$ cat config.mk
export PLATFORM = sky130hd
export DESIGN_NAME = riscv_dmem_arbiter_flat
export DESIGN_NICKNAME = d
export VERILOG_FILES = /design/src/rtl/riscv_dmem_arbiter_pkg.sv /design/src/rtl/riscv_dmem_arbiter_if.sv /design/src/rtl/riscv_dmem_arbiter_rr_arb2.sv /design/src/rtl/riscv_dmem_arbiter.sv /design/src/flat_wrapper.sv
export SDC_FILE = /design/constraint.sdc
export NUM_CORES = 1
export LEC_CHECK = 0
export ABC_CLOCK_PERIOD_IN_PS = 2850
export BUFFER_PORTS_ARGS = -buffer_cell sky130_fd_sc_hd__buf_2
export CAP_MARGIN = 20
export CORE_AREA = 5 5 106 108
export CTS_CLUSTER_SIZE = 10
export DETAILED_ROUTE_END_ITERATION = 7
export DIE_AREA = 0 0 111 113
export GPL_ROUTABILITY_DRIVEN = 1
export GPL_TIMING_DRIVEN = 0
export HOLD_SLACK_MARGIN = 0.15
export MAX_ROUTING_LAYER = met4
export SLEW_MARGIN = 40
export SYNTH_ARGS = -nofsm -noshare
export SYNTH_HDL_FRONTEND = slang
export SYNTH_SLANG_ARGS = --single-unit
$ cat constraint.sdc
create_clock -name i_clk -period 2.85 [get_ports i_clk]
set_clock_uncertainty 0.1 [all_clocks]
set_input_delay 0.57 -clock i_clk [delete_from_list [all_inputs] [get_ports i_clk]]
set_output_delay 0.57 -clock i_clk [all_outputs]
set_load 0.005 [all_outputs]
$ cat src/rtl/riscv_dmem_arbiter_pkg.sv
// Shared constants for the dmem arbiter: data width,
// grant encodings and the default DMA burst limit.
package riscv_dmem_arbiter_pkg;

    localparam int XLEN = 32;

    localparam logic GNT_CPU = 1'b0;
    localparam logic GNT_DMA = 1'b1;

    localparam int MAX_BURST_DEF = 4;
    localparam int BCNT_W_DEF    = 4;

endpackage

$ cat src/rtl/riscv_dmem_arbiter_if.sv
// Bus bundle between CPU/DMA requesters, arbiter and dmem.
// slave: arbiter view; master: requester + memory view.
interface riscv_dmem_arbiter_if;
    import riscv_dmem_arbiter_pkg::*;

    logic            cpu_req;
    logic [XLEN-1:0] cpu_addr;
    logic            cpu_wr_en;
    logic [3:0]      cpu_byte_sel;
    logic [XLEN-1:0] cpu_wr_data;
    logic            cpu_ack;
    logic            cpu_stall;

    logic            dma_req;
    logic            dma_lock;
    logic [XLEN-1:0] dma_addr;
    logic            dma_wr_en;
    logic [3:0]      dma_byte_sel;
    logic [XLEN-1:0] dma_wr_data;
    logic            dma_ack;

    logic [XLEN-1:0] rd_data;

    logic [XLEN-1:0] dmem_addr;
    logic            dmem_wr_en;
    logic [3:0]      dmem_byte_sel;
    logic [XLEN-1:0] dmem_wr_data;
    logic [XLEN-1:0] dmem_rd_data;

    modport slave (
        input  cpu_req, cpu_addr, cpu_wr_en,
        input  cpu_byte_sel, cpu_wr_data,
        output cpu_ack, cpu_stall,
        input  dma_req, dma_lock, dma_addr,
        input  dma_wr_en, dma_byte_sel,
        input  dma_wr_data,
        output dma_ack,
        output rd_data,
        output dmem_addr, dmem_wr_en,
        output dmem_byte_sel, dmem_wr_data,
        input  dmem_rd_data
    );

    modport master (
        output cpu_req, cpu_addr, cpu_wr_en,
        output cpu_byte_sel, cpu_wr_data,
        input  cpu_ack, cpu_stall,
        output dma_req, dma_lock, dma_addr,
        output dma_wr_en, dma_byte_sel,
        output dma_wr_data,
        input  dma_ack,
        input  rd_data,
        input  dmem_addr, dmem_wr_en,
        input  dmem_byte_sel, dmem_wr_data,
        output dmem_rd_data
    );

endinterface

$ cat src/rtl/riscv_dmem_arbiter_rr_arb2.sv
// riscv_rr_arb2: two-request round-robin with a bounded DMA lock.
// Ports: i_clk, i_rstn, cpu_req, dma_req, dma_lock -> gnt (one-hot).
module riscv_rr_arb2
    import riscv_dmem_arbiter_pkg::*;
#(
    parameter int MAX_BURST = MAX_BURST_DEF,
    parameter int BCNT_W    = BCNT_W_DEF
) (
    input  logic       i_clk,
    input  logic       i_rstn,
    input  logic       cpu_req,
    input  logic       dma_req,
    input  logic       dma_lock,
    output logic [1:0] gnt
);

    localparam logic [BCNT_W-1:0] MAX_B =
        BCNT_W'(MAX_BURST);

    logic              r_last;
    logic [BCNT_W-1:0] r_bcnt;
    logic              locked;

    // Grants are gated by reset so acks drop the
    // moment reset asserts, not at the next edge.
    always_comb begin
        gnt    = '0;
        locked = dma_lock
               && (r_last == GNT_DMA)
               && (r_bcnt < MAX_B);
        if (i_rstn) begin
            unique case ({cpu_req, dma_req})
                2'b10: gnt[GNT_CPU] = 1'b1;
                2'b01: gnt[GNT_DMA] = 1'b1;
                2'b11: begin
                    if (locked || r_last == GNT_CPU)
                        gnt[GNT_DMA] = 1'b1;
                    else
                        gnt[GNT_CPU] = 1'b1;
                end
                default: gnt = '0;
            endcase
        end
    end

    // r_last resets to DMA so the CPU wins the first tie.
    always_ff @(posedge i_clk or negedge i_rstn) begin
        if (!i_rstn) begin
            r_last <= GNT_DMA;
            r_bcnt <= '0;
        end else if (gnt[GNT_DMA]) begin
            r_last <= GNT_DMA;
            r_bcnt <= (r_bcnt < MAX_B)
                    ? r_bcnt + 1'b1 : MAX_B;
        end else if (gnt[GNT_CPU]) begin
            r_last <= GNT_CPU;
            r_bcnt <= '0;
        end else begin
            r_bcnt <= '0;
        end
    end

endmodule

$ cat src/rtl/riscv_dmem_arbiter.sv
// Shares the single-port dmem between CPU (port 0) and DMA (port 1).
// Ports: i_clk, i_rstn, bus (slave: requesters, acks, stall, dmem side).
module riscv_dmem_arbiter
    import riscv_dmem_arbiter_pkg::*;
#(
    parameter int MAX_BURST = MAX_BURST_DEF,
    parameter int BCNT_W    = BCNT_W_DEF
) (
    input  logic                 i_clk,
    input  logic                 i_rstn,
    riscv_dmem_arbiter_if.slave  bus
);

    logic [1:0] gnt;

    riscv_rr_arb2 #(
        .MAX_BURST (MAX_BURST),
        .BCNT_W    (BCNT_W)
    ) u_arb (
        .i_clk    (i_clk),
        .i_rstn   (i_rstn),
        .cpu_req  (bus.cpu_req),
        .dma_req  (bus.dma_req),
        .dma_lock (bus.dma_lock),
        .gnt      (gnt)
    );

    // Ungranted fields never reach dmem; idle bus is all zero.
    always_comb begin
        bus.dmem_addr     = '0;
        bus.dmem_wr_en    = 1'b0;
        bus.dmem_byte_sel = '0;
        bus.dmem_wr_data  = '0;
        if (gnt[GNT_CPU]) begin
            bus.dmem_addr     = bus.cpu_addr;
            bus.dmem_wr_en    = bus.cpu_wr_en;
            bus.dmem_byte_sel = bus.cpu_byte_sel;
            bus.dmem_wr_data  = bus.cpu_wr_data;
        end else if (gnt[GNT_DMA]) begin
            bus.dmem_addr     = bus.dma_addr;
            bus.dmem_wr_en    = bus.dma_wr_en;
            bus.dmem_byte_sel = bus.dma_byte_sel;
            bus.dmem_wr_data  = bus.dma_wr_data;
        end
    end

    assign bus.cpu_ack   = gnt[GNT_CPU];
    assign bus.dma_ack   = gnt[GNT_DMA];
    assign bus.cpu_stall = bus.cpu_req & ~gnt[GNT_CPU];
    assign bus.rd_data   = bus.dmem_rd_data;

endmodule

$ cat src/flat_wrapper.sv
// flat-port wrapper written by rule: the top's interface ports become plain ports
module riscv_dmem_arbiter_flat import riscv_dmem_arbiter_pkg::*;
#(
    parameter int MAX_BURST = MAX_BURST_DEF,
    parameter int BCNT_W    = BCNT_W_DEF
)
  (i_clk, i_rstn, bus_cpu_req, bus_cpu_addr, bus_cpu_wr_en, bus_cpu_byte_sel, bus_cpu_wr_data, bus_cpu_ack, bus_cpu_stall, bus_dma_req, bus_dma_lock, bus_dma_addr, bus_dma_wr_en, bus_dma_byte_sel, bus_dma_wr_data, bus_dma_ack, bus_rd_data, bus_dmem_addr, bus_dmem_wr_en, bus_dmem_byte_sel, bus_dmem_wr_data, bus_dmem_rd_data);
  riscv_dmem_arbiter_if bus_i ();
  input  logic i_clk;
  input  logic i_rstn;
  input wire logic [$bits(bus_i.cpu_req)-1:0] bus_cpu_req;
  input wire logic [$bits(bus_i.cpu_addr)-1:0] bus_cpu_addr;
  input wire logic [$bits(bus_i.cpu_wr_en)-1:0] bus_cpu_wr_en;
  input wire logic [$bits(bus_i.cpu_byte_sel)-1:0] bus_cpu_byte_sel;
  input wire logic [$bits(bus_i.cpu_wr_data)-1:0] bus_cpu_wr_data;
  output wire logic [$bits(bus_i.cpu_ack)-1:0] bus_cpu_ack;
  output wire logic [$bits(bus_i.cpu_stall)-1:0] bus_cpu_stall;
  input wire logic [$bits(bus_i.dma_req)-1:0] bus_dma_req;
  input wire logic [$bits(bus_i.dma_lock)-1:0] bus_dma_lock;
  input wire logic [$bits(bus_i.dma_addr)-1:0] bus_dma_addr;
  input wire logic [$bits(bus_i.dma_wr_en)-1:0] bus_dma_wr_en;
  input wire logic [$bits(bus_i.dma_byte_sel)-1:0] bus_dma_byte_sel;
  input wire logic [$bits(bus_i.dma_wr_data)-1:0] bus_dma_wr_data;
  output wire logic [$bits(bus_i.dma_ack)-1:0] bus_dma_ack;
  output wire logic [$bits(bus_i.rd_data)-1:0] bus_rd_data;
  output wire logic [$bits(bus_i.dmem_addr)-1:0] bus_dmem_addr;
  output wire logic [$bits(bus_i.dmem_wr_en)-1:0] bus_dmem_wr_en;
  output wire logic [$bits(bus_i.dmem_byte_sel)-1:0] bus_dmem_byte_sel;
  output wire logic [$bits(bus_i.dmem_wr_data)-1:0] bus_dmem_wr_data;
  input wire logic [$bits(bus_i.dmem_rd_data)-1:0] bus_dmem_rd_data;
  assign bus_i.cpu_req = bus_cpu_req;
  assign bus_i.cpu_addr = bus_cpu_addr;
  assign bus_i.cpu_wr_en = bus_cpu_wr_en;
  assign bus_i.cpu_byte_sel = bus_cpu_byte_sel;
  assign bus_i.cpu_wr_data = bus_cpu_wr_data;
  assign bus_cpu_ack = bus_i.cpu_ack;
  assign bus_cpu_stall = bus_i.cpu_stall;
  assign bus_i.dma_req = bus_dma_req;
  assign bus_i.dma_lock = bus_dma_lock;
  assign bus_i.dma_addr = bus_dma_addr;
  assign bus_i.dma_wr_en = bus_dma_wr_en;
  assign bus_i.dma_byte_sel = bus_dma_byte_sel;
  assign bus_i.dma_wr_data = bus_dma_wr_data;
  assign bus_dma_ack = bus_i.dma_ack;
  assign bus_rd_data = bus_i.rd_data;
  assign bus_dmem_addr = bus_i.dmem_addr;
  assign bus_dmem_wr_en = bus_i.dmem_wr_en;
  assign bus_dmem_byte_sel = bus_i.dmem_byte_sel;
  assign bus_dmem_wr_data = bus_i.dmem_wr_data;
  assign bus_i.dmem_rd_data = bus_dmem_rd_data;
  riscv_dmem_arbiter #(.MAX_BURST(MAX_BURST), .BCNT_W(BCNT_W)) u_core (.i_clk(i_clk), .i_rstn(i_rstn), .bus(bus_i));
endmodule
==> After elaboration in Yosys (flattened, before gate mapping) <==
Index checks and enable logic that the tools add are counted.
{ "totals": {"word_cells": 31, "regBits": 5, "output_inout_bits": 104} }
{ "classes": {"n_lt_le_gt_ge": 1, "bitwise": 3, "add_sub_neg": 1, "reduce_logical": 4, "n_mux": 17, "n_eq_ne": 3} }
{ "ops": {"columns": ["operator", "n"], "rows": [
  ["32-bit 2-to-1 mux", 4],
  ["4-bit 2-to-1 mux", 4],
  ["1-bit 2-to-1 mux", 6],
  ["4-bit by 1-bit adder with 4-bit output, second input constant", 1],
  ["2-bit == test, second input constant", 2],
  ["4-bit by 3-bit less-than comparator with 1-bit output, second input constant", 1],
  ["1-bit case mux with 2 select lines", 2],
  ["2-bit by 1-bit == test with 1-bit output, second input constant", 1],
  ["1-bit logical AND", 2],
  ["2-bit 2-to-1 mux", 1],
  ["1-bit NOT", 2],
  ["2-bit nonzero test", 1],
  ["1-bit AND", 1],
  ["1-bit logical OR", 1]
]} }

==> Longest topological paths before layout <==
{ "depth": {"word_depth": 8, "mapped_depth": 5, "mapped_depth_nobuf": 3} }

==> Cells and area by module <==
Synthesis repeated with hierarchy kept, for this count alone.
{ "unflattened": {"hier_cells": 146, "area_unflattened_um2": 1236.2} }
{ "modules_own_cells": {"columns": ["mod", "n_inst", "cells_per_inst", "seq_area_each_um2", "area_each_um2"], "rows": [
  ["riscv_dmem_arbiter", 1, 122, 0.0, 967.2],
  ["riscv_rr_arb2", 1, 24, 126.4, 269.0]
]} }

==> Worst setup path after synthesis <==
No wires, ideal clock.
{ "synth_path": {"kind": "input -> output", "from": "input i_rstn", "to": "output bus_dmem_addr[10]", "stages": 5, "path_buffers": 3, "path_slack_ps": 801, "arrival_ps": 1379, "cell_sequence": "buf_2 -> buf_2 -> buf_1 -> nand2_1 -> o22ai_1"} }
{ "synth_via": {"elab_chain_len": 3} }
{ "synth_lines": {"columns": ["element", "line_no", "rtl"], "rows": [
  ["start: declaration", "flat_wrapper.sv:10", "input logic i_rstn;"],
  ["2-bit 2-to-1 mux *", "riscv_dmem_arbiter_rr_arb2.sv:31", "if (i_rstn) begin"],
  ["32-bit 2-to-1 mux", "riscv_dmem_arbiter.sv:39", "end else if (gnt[GNT_DMA]) begin"],
  ["32-bit 2-to-1 mux *", "riscv_dmem_arbiter.sv:34", "if (gnt[GNT_CPU]) begin"],
  ["end: declaration", "flat_wrapper.sv:26", "output wire logic [$bits(bus_i.dmem_addr)-1:0] bus_dmem_addr;"]
]} }
Mark *: on every way between the ends. The rest lies on a longest branch, timed or not.

==> Final worst setup path <==
{ "layout_path": {"from": "input bus_dma_lock", "to": "output bus_dmem_addr[10]"} }
{ "layout_via": {"elab_chain_len": 8, "elab_cells_between_ends": 10} }
{ "layout_lines": {"columns": ["element", "line_no", "rtl"], "rows": [
  ["start: declaration", "flat_wrapper.sv:19", "input wire logic [$bits(bus_i.dma_lock)-1:0] bus_dma_lock;"],
  ["1-bit logical AND *", "riscv_dmem_arbiter_rr_arb2.sv:29", "&& (r_last == GNT_DMA)"],
  ["1-bit logical AND *", "riscv_dmem_arbiter_rr_arb2.sv:30", "&& (r_bcnt < MAX_B);"],
  ["1-bit logical OR *", "riscv_dmem_arbiter_rr_arb2.sv:36", "if (locked || r_last == GNT_CPU)"],
  ["1-bit 2-to-1 mux", "riscv_dmem_arbiter_rr_arb2.sv:36", null],
  ["1-bit case mux with 2 select lines", "riscv_dmem_arbiter_rr_arb2.sv:32", "unique case ({cpu_req, dma_req})"],
  ["2-bit 2-to-1 mux *", "riscv_dmem_arbiter_rr_arb2.sv:31", null],
  ["32-bit 2-to-1 mux", "riscv_dmem_arbiter.sv:39", null],
  ["32-bit 2-to-1 mux *", "riscv_dmem_arbiter.sv:34", null]
]} }
Marks and branches as above.

==> impl_summary.txt <==
----------------------------------------------------
[Drt]
  Antenna violation net count after detailed routing ... 0
  Detailed Route WL ... 9.124 mm
  Number of DRC markers in iteration 0 ... 154
  Detailed-router iteration count before antenna repair ... 4
  Routed vias ... 2958
  Post-detailed-route DRC marker count ... 0
  Post-detailed-route via-to-cell ratio ... 4.312
  Average routed wire per standard cell ... 13.30 um

[Timing]
  Final setup violation count ... 0
  Max-slew violation count ... 0
  Transition time of the tightest slew-check pin ... 0.6459 ns
  Achievable clock frequency ... 0.3815 GHz
  Time the final worst path needs with I/O delays and setup ... 2.621 ns
  Final Cycle Share ... 91.98%
  Post-route setup TNS ... 0 ns
  RSZ-0062 raised after global routing ... no
  Worst slew slack as a fraction of its limit ... 56.84%
  Count of endpoints failing hold in the final timing report ... 0

[Finish]
  Relative area change from synthesis to final layout ... 86.73%
  Fraction of layout instances using a drive strength above 1 ... 56.73%
  Final net count ... 727
  Ant diodes ... 0
  Final instance count without filler cells ... 686

[Pwr]
  Total power per unit cell area ... 228.0 nW/um^2
  Lkg Pwr ... 1.854 nW
  Power share of the clock group ... 17.9%
  Sum of internal, switching and leakage power ... 0.7185 mW
  Cell internal pwr ... 0.4348 mW
  Net switching power ... 0.2837 mW
  Worst VDD drop ... 0.0001716 V
  Sequential Power Share ... 11.7%
  Switching portion of total power ... 39.49%
  Combinational share of power ... 70.4%

[Die]
  Y dimension of the die ... 113 um
  Width of the die ... 111 um
  Placement Rows ... 37
  Area of the placeable core ... 10140 sq um
  Effective utilization at floorplan ... 16.65%
  DIE AREA ... 12540 sq um
  Number of top-level pins ... 279

[Clocking]
  Clk slew on worst S/H paths ... 0.03 ns
  Clock tree from TritonCTS ... built
  Level count of the clock H-tree ... 1
  Clock tree root buffer cell ... clkbuf_8
  Worst skew pair latency ... 0.22 ns
  TritonCTS sink count ... 5
  Num CTS Buffers ... 3
  Bufs on Longest Clock Path ... 2
  Post-CTS repair timing setup buffer count ... 0

[Setup path]
  Slowest cell on the critical path ... clkbuf_1
  Max incr delay on CP ... 0.40 ns
  CP Max Fanout ... 10
  Reg2reg setup slack ... 1.64 ns
  Critical Path Start ... bus_dma_lock
  Startpoint of the lowest-slack register-to-register path ... u_core.u_arb.r_last
  Kind of capture point of the worst setup path ... output port
  Terminus of the critical flop-to-flop path ... u_core.u_arb.r_bcnt[0]
  Worst path arrival time ... 1.95 ns
  Critical path cell sequence ... buf_2 > nor3b_2 > o21ai_2 > clkbuf_1 > o22ai_1 > buf_2
  Reg2reg path depth ... 3
  Count of cell instances traversed by the critical path ... 6
  Setup crit start kind ... primary input
  Cell mode on critical path ... buf_2
  Crit path capture ... bus_dmem_addr[10]
  Crit path buf inv count ... 3
  Family with the most delay on the worst path ... buffers and inverters
  Classification of the worst setup path ... primary input to output port
  Critical Path RT ... 2.18 ns

[Synth]
  Number of warning messages in the yosys log ... 0
  Simple-gate portion of the synthesized area ... 35.43%
  Arithmetic-cell share of the synthesized area counting full adders, half adders and majority gates ... 0.7413%
  Synth Net Count ... 475
  Main combinational cell family by area after synthesis ... simple AND/OR/NAND/NOR gates
  Flip-flop and latch count after synthesis ... 5
  Post-synthesis share of cell area spent on xor and xnor gates ... 0%
  Count of different cell masters after synthesis ... 24
  Mean post-synth cell area ... 5.645 sq um
  Syn Inst Count ... 299
  Share of synthesized area spent on multiplexers ... 0%
  Cell area after synthesis ... 1688 sq um
  Sequential area share after synthesis ... 7.487%
  Post-synthesis compound-gate area fraction ... 31.13%

[GRT]
  Met3 global-route usage ... 2.781%
  Met1 Resource Use GR ... 15.30%
  Via count of the first global-routing pass ... 3002
  Met2 Track Usage GR ... 24.88%
  Number of antenna violations at the first check in global routing ... 0
  Total global-route track usage ... 13.53%
  GRT Residual Overflow ... 0
  Wire length of the first global-routing pass ... 14.30 mm
  GR peak layer ... met2
  Pin count of the biggest net entering global routing ... 11

[Worst hold path]
  Worst hold path class ... primary input to async pin

[Job]
  Maxcap violations ... 0

[Placed design]
  Placed wire-length estimate ... 7.879 mm
  Placed insts ... 681
  Buffers on Ports ... 246
  Weighted congestion at the end of routability-driven global placement ... 0.8894

[Run status]
  Result of the run ... finished clean

----------------------------------------------------
==> cell usage after synthesis, drive strengths merged <==
cell / number / share of area (%)
a21boi: 1 / 0.44
buf: 50 / 22
clkbuf: 12 / 2.7
conb: 1 / 0.22
dfrtp: 4 / 5.9
dfstp: 1 / 1.6
ha: 1 / 0.74
inv: 2 / 0.44
nand2: 143 / 32
nor2: 6 / 1.3
nor2b: 1 / 0.37
nor3: 2 / 0.59
nor3b: 1 / 0.74
o2111ai: 1 / 0.52
o21ai: 2 / 0.82
o22ai: 69 / 28
o311ai: 1 / 1.6
or2b: 1 / 0.44
==> flip-flops by register name, summed over array words and instances (netlist names) <==
signal,flops
u_core.u_arb.r_bcnt,4
u_core.u_arb.r_last,1
==> what timing repair did <==
item / in CTS / in global routing
endpoints found under the setup margin: 0 / 16
gates resized for setup: 0 / 9
hold buffers: 1 / 0
endpoints found under the hold margin: 4 / 0
==> metal layers <==
metal	share of wire [%]	wire, um
met1	38	3461
met2	52	4738
met3	8.9	813
met4	1.2	111
met5	0	0
==> final cells by class <==
type                    count  area (sq um)
plain buffers              62         421.7
fillers                  1160          6987
multi-input cells         230          1140
inverters                   2         7.507
flip-flops and latches      5         126.4
repair buffers            247          1241
well taps                 136         170.2
clock buffers               4         45.04
==> cells in the final DEF (no fill, tap or decap), drive strengths merged <==
| master | n |
|---|---|
| o311ai | 1 |
| nor2b | 1 |
| o22ai | 69 |
| a21boi | 1 |
| nor2 | 6 |
| o21ai | 2 |
| buf | 293 |
| or2b | 1 |
| dlygate4sd3 | 1 |
| dfrtp | 4 |
| nand2 | 143 |
| dfstp | 1 |
| o2111ai | 1 |
| ha | 1 |
| nor3b | 1 |
| clkbuf | 19 |
| nor3 | 2 |
| conb | 1 |
| inv | 2 |
==> power by group through the flow <==
| stage | clock network (mW) | registers [mW] | logic, mW |
|---|---|---|---|
| final | 0.129 | 0.0838 | 0.506 |
| after global routing | 0.137 | 0.0840 | 0.565 |
| after CTS | 0.132 | 0.0834 | 0.511 |
| after detailed placement | 0 | 0.0841 | 0.508 |
| after global placement | 0 | 0.0837 | 0.502 |
| after floorplan | 0 | 0.0830 | 0.262 |
==> per-stage QoR <==
step	hold slack, ns	worst slack, ns	area [sq um]	utilization (%)
final	0.2013	0.2287	3152	31.09
after global routing	0.2151	0.03420	3152	31.09
after CTS	0.2011	0.1090	3144	31.01
after detailed placement	0.2953	0.03838	3089	30.47
after global placement	0.2900	0.04858	3089	30.47
after floorplan	0.1744	0.8013	1688	-
==> cells by family (layout without fill, tap and decap cells) <==
family                     after synthesis  count (layout)
and+or+nand+nor                        154             154
AOI/OAI and AO/OA                       74              74
buffers and inverters                   64             315
DFF                                      5               5
adders and majority gates                1               1
other                                    1               1
==> worst min path at each step <==
stage	start	endpoint	slack, ns
after global routing	i_rstn	u_core.u_arb.r_last	0.22
after floorplan	i_rstn	u_core.u_arb.r_bcnt[0]	0.17
after CTS	i_rstn	u_core.u_arb.r_last	0.20
final	i_rstn	u_core.u_arb.r_last	0.20
after detailed placement	i_rstn	u_core.u_arb.r_bcnt[1]	0.30
after global placement	i_rstn	u_core.u_arb.r_bcnt[0]	0.29
(Power assumes the default switching activity.)
